===== src/rtl/rom_read_arbiter.sv =====
// Round-robin arbiter that shares one single-port synchronous ROM between an
// instruction-fetch port (A) and a data-load port (B), routing pipelined reads back to their owner.
module rom_read_arbiter #(
    parameter int unsigned AW           = 16,
    parameter int unsigned DW           = 16,
    parameter int unsigned READ_LATENCY = 2
) (
    input  logic          clk,
    input  logic          rst_n,
    input  logic          a_req,
    input  logic [AW-1:0] a_addr,
    output logic          a_gnt,
    output logic          a_rvalid,
    input  logic          b_req,
    input  logic [AW-1:0] b_addr,
    output logic          b_gnt,
    output logic          b_rvalid,
    input  logic          flush_a,
    output logic [DW-1:0] rsp_data,
    output logic [AW-1:0] rom_address,
    input  logic [DW-1:0] rom_q,
    output logic          busy
);

    if (READ_LATENCY < 1 || READ_LATENCY > 4) begin : g_bad_latency
        $error("rom_read_arbiter: READ_LATENCY must be in 1..4");
    end

    localparam int unsigned L    = READ_LATENCY;
    localparam int unsigned Last = READ_LATENCY - 1;

    typedef enum logic {
        PrioA = 1'b0,
        PrioB = 1'b1
    } prio_e;

    prio_e         prio_q, prio_d;
    logic [AW-1:0] addr_q, addr_d;
    // Per-stage in-flight tracking; own bit is 1 when the read belongs to port B.
    logic [L-1:0]  vld_q, vld_d;
    logic [L-1:0]  own_q, own_d;
    logic          any_gnt;

    // Grant: a lone requester always wins; on conflict the pointer decides.
    always_comb begin
        a_gnt = 1'b0;
        b_gnt = 1'b0;
        if (rst_n) begin
            if (a_req && (!b_req || prio_q == PrioA)) begin
                a_gnt = 1'b1;
            end else if (b_req) begin
                b_gnt = 1'b1;
            end
        end
    end

    assign any_gnt = a_gnt | b_gnt;

    always_comb begin
        prio_d = prio_q;
        if (a_gnt) begin
            prio_d = PrioB;
        end else if (b_gnt) begin
            prio_d = PrioA;
        end
    end

    // Held address keeps the ROM address bus quiet on idle cycles.
    always_comb begin
        if (a_gnt) begin
            rom_address = a_addr;
        end else if (b_gnt) begin
            rom_address = b_addr;
        end else begin
            rom_address = addr_q;
        end
    end

    assign addr_d = any_gnt ? rom_address : addr_q;

    // A grant issued alongside flush_a enters stage 0 unflushed; older A reads are dropped.
    always_comb begin
        vld_d    = '0;
        own_d    = '0;
        vld_d[0] = any_gnt;
        own_d[0] = b_gnt;
        for (int i = 1; i < L; i++) begin
            vld_d[i] = vld_q[i-1] & ~(flush_a & ~own_q[i-1]);
            own_d[i] = own_q[i-1];
        end
    end

    always_ff @(posedge clk or negedge rst_n) begin
        if (!rst_n) begin
            prio_q <= PrioA;
            addr_q <= '0;
            vld_q  <= '0;
            own_q  <= '0;
        end else begin
            prio_q <= prio_d;
            addr_q <= addr_d;
            vld_q  <= vld_d;
            own_q  <= own_d;
        end
    end

    // flush_a also squashes an A word returning this very cycle: the fetch it answers is stale.
    always_comb begin
        a_rvalid = vld_q[Last] & ~own_q[Last] & ~flush_a;
        b_rvalid = vld_q[Last] & own_q[Last];
        rsp_data = rom_q;
        busy     = |vld_q;
    end

endmodule


===== config.mk =====
export PLATFORM = sky130hd
export DESIGN_NAME = rom_read_arbiter
export DESIGN_NICKNAME = d
export VERILOG_FILES = /design/src/rtl/rom_read_arbiter.sv
export SDC_FILE = /design/constraint.sdc
export NUM_CORES = 1
export LEC_CHECK = 0
export BUFFER_PORTS_ARGS = -buffer_cell sky130_fd_sc_hd__buf_2
export CORE_MARGIN = 3
export CORE_UTILIZATION = 42
export CTS_CLUSTER_SIZE = 10
export DETAILED_ROUTE_END_ITERATION = 12
export PLACE_DENSITY = 0.82
export SLEW_MARGIN = 20
export SYNTH_ARGS = -nofsm -noshare
export SYNTH_HDL_FRONTEND = slang
export SYNTH_SLANG_ARGS = --single-unit

===== constraint.sdc =====
create_clock -name clk -period 4.4 [get_ports clk]
set_input_delay 1.32 -clock clk [delete_from_list [all_inputs] [get_ports clk]]
set_output_delay 1.32 -clock clk [all_outputs]
set_load 0.01 [all_outputs]

==> results by group <==
Setup path
  – Max stage delay on crit path: 270 ps
  – Most frequent CP cell: buf_2
  – Reg-to-reg startpoint: prio_q
  – Reg2Reg Depth: 4
  – Delay-heaviest family, CP: buffers and inverters
  – Reg2reg end: addr_q[1]
  – Worst setup SP type: input port
  – Reg2reg setup slack: 3180 ps
  – Crit path kind: in -> out
  – Worst EP required: around 3100 ps
  – CP max FO: 30
  – Crit path DAT: around 2400 ps
  – Buf/Inv on CP: 3
  – CP endpoint kind: output pin
  – Crit-path slowest cell: a21oi_2
  – Crit-path cells: buf_2 -> nand2_1 -> a21oi_2 -> buf_12 -> a221o_1 -> buf_2

Layout
  – Commonest non-fill, non-tap cell in the layout: buf_2
  – Syn-to-layout area delta: 20.0%
  – # nets final: 202
  – Proportion of layout cells with a drive suffix above 1: between 40% and 50%
  – ANT cells: 0
  – Most frequent cells in the layout: buf_2 (57), a221o_1 (32), dfrtp_1 (21)

Placed design
  – Detail Placement HPWL: 2.03 mm
  – Pre-CTS WS: 609 ps
  – RePlAce Congestion: between 0.6 and 0.7
  – Port bufs: 57

Clock network
  – Clk Latency, worst-skew pair: 300 ps
  – Reg clk slew, reported paths: ~110 ps
  – Setup bufs post-CTS: 0
  – Clk buf depth: 2
  – CTS tree: built
  – Post-CTS sizing: 0
  – Root Buffer: clkbuf_4
  – TritonCTS Buffers: 3
  – CTS Hold Bufs: 0
  – Clock sinks: 21
  – H-tree depth reported by CTS: 1

Synthesis
  – Avg Cell Area, Syn: 11.2 um^2
  – Netlist cell types: 13
  – Syn_nets: 159
  – Flops & latches, synth: 21
  – Cells after Synth: 106
  – Register area share after synthesis: between 40% and 50%
  – Ys Warns: 0
  – Mapped Area: 0.00118 mm^2

Route
  – Final wirelength: 2.60 mm
  – Met3 wire len: roughly 290 um
  – Vias per cell: 5.80
  – DRT antenna net count: 0
  – Initial drt markers: 42
  – Routed length per placed instance: about 15 um
  – Metal-1 WL: 1.04 mm
  – DR pass1 iterations: 4
  – DRC viols: 0
  – Vias: just over 1,000
  – DR top layer: met4
  – Met2 Wirelength: around 1.2 mm

Min path
  – Hold path depth: 0
  – HP Start: own_q[0]
  – Hold Path Sink: own_q[1]
  – Hold Path Class: reg -> reg

Job
  – Max Cap Viol: 0

STA
  – PnR worst setup slack: roughly 640 ps
  – Final worst path period share: 85.3%
  – Final setup viols: 0
  – Setup tns final: 0 ps
  – RSZ-0062 raised after global routing: no
  – Hold Violations, Final: 0
  – Fmax: approximately 0.27 GHz
  – Tightest Pin Transition: 525 ps
  – Clk_skew: 6.64 ps
  – Tmin final: 3760 ps
  – Slew Limit Fails: 0
  – Slew Limit Headroom: about 65%

Die
  – Starting Density: a little under half
  – Placeable Area: 0.00257 mm^2
  – Die ar.: 0.00349 mm^2
  – Boundary pin count: 90
  – Die span in y: roughly 59 um
  – Std-Cell Rows: 18
  – Die width: 59.1 um

Power
  – Clock power share: 19.2%
  – Worst VDD drop: approximately 0.18 mV
  – Pwr Density: 334 mW/mm^2
  – Seq pwr share: 48.1%
  – Pint: 0.000335 W
  – Comb pwr share: around 33%
  – Switching power: 0.000139 W
  – Switch share: 29.3%
  – Pleak: 0.722 nW

Global route
  – GRT Total Usage: 16.2%
  – First-pass GRT wire length: 4.28 mm
  – Number of global-route vias before repair: 1,002
  – Gr ovfl total: 0
  – Antenna violations before repair: 0
  – Largest net degree at the start of global routing: 31

Status
  – Status: finished, final reports clean
## cell type report
class	count	area (um^2)
clock buffer	4	26.3
sequential	21	526
inverter	3	11.3
timing repair buffer	61	328
tap	30	37.5
fill	231	1150
multi-input combinational	59	490
## worst register-to-register path, cell delays in order (launching register included)
cell	delay [ps]
dfrtp_1	430
inv_1	70
a21oi_2	280
buf_12	220
a221o_1	170
## sequential cells by signal, summed over array words and instances (netlist names)
register / count
addr_q: 16
own_q: 2
prio_q: 1
vld_q: 2
## per-stage QoR
step / util (%) / area (um^2) / hold slack (ps) / total power [W] / cells
floorplan: - / 1180 / 354 / 0.000338 / 106
global placement: 54.2 / 1390 / 359 / 0.000382 / 174
detailed placement: 54.2 / 1390 / 363 / 0.000388 / 174
CTS: 55.3 / 1420 / 391 / 0.000482 / 178
global route: 55.3 / 1420 / 407 / 0.000503 / 178
finish: 55.3 / 1420 / 386 / 0.000474 / 178
## power by group through the flow
stage          clock (W)  combinational, W  sequential [W]
2_1_floorplan          0          0.000108        0.000229
3_3_place_gp           0          0.000151        0.000231
3_5_place_dp           0          0.000156        0.000232
4_1_cts        0.0000971          0.000157        0.000229
5_1_grt         0.000100          0.000172        0.000231
6_report       0.0000912          0.000155        0.000228
## worst max path at each step
stage,startpoint,endpoint,depth (start not counted)
after floorplan,a_req,rom_address[10],4
after global placement,rst_n,rom_address[5],6
after detailed placement,rst_n,rom_address[13],6
after CTS,rst_n,rom_address[13],6
after global routing,rst_n,rom_address[13],6
final,rst_n,rom_address[2],6
## cell usage after synthesis
cell type  count  share of area, %
a221o_1       32                27
dfrtp_1       21                44
and2_1        17               9.0
buf_4         16                10
buf_2          7               3.0
inv_1          3              0.95
nand2_1        3              0.95
a21oi_2        2               1.5
a21boi_0       1              0.64
nor3b_1        1              0.64
o21ai_0        1              0.42
o21ai_2        1              0.74
or2_2          1              0.53
## kinds of logic after synthesis
kind of cell    count (synthesis)  synth area share [%]
compound gates                 37                  30.4
buf+inv                        26                  14.1
simple gates                   22                  11.1
flops                          21                  44.4
## layer usage
metal  track usage [%]  vias up
li1                  -      482
met5                 0        -
met4              8.41        0
met2              27.8       61
met3              4.36        7
met1              18.2      482
Note: power is estimated with default switching activity, not from simulation.
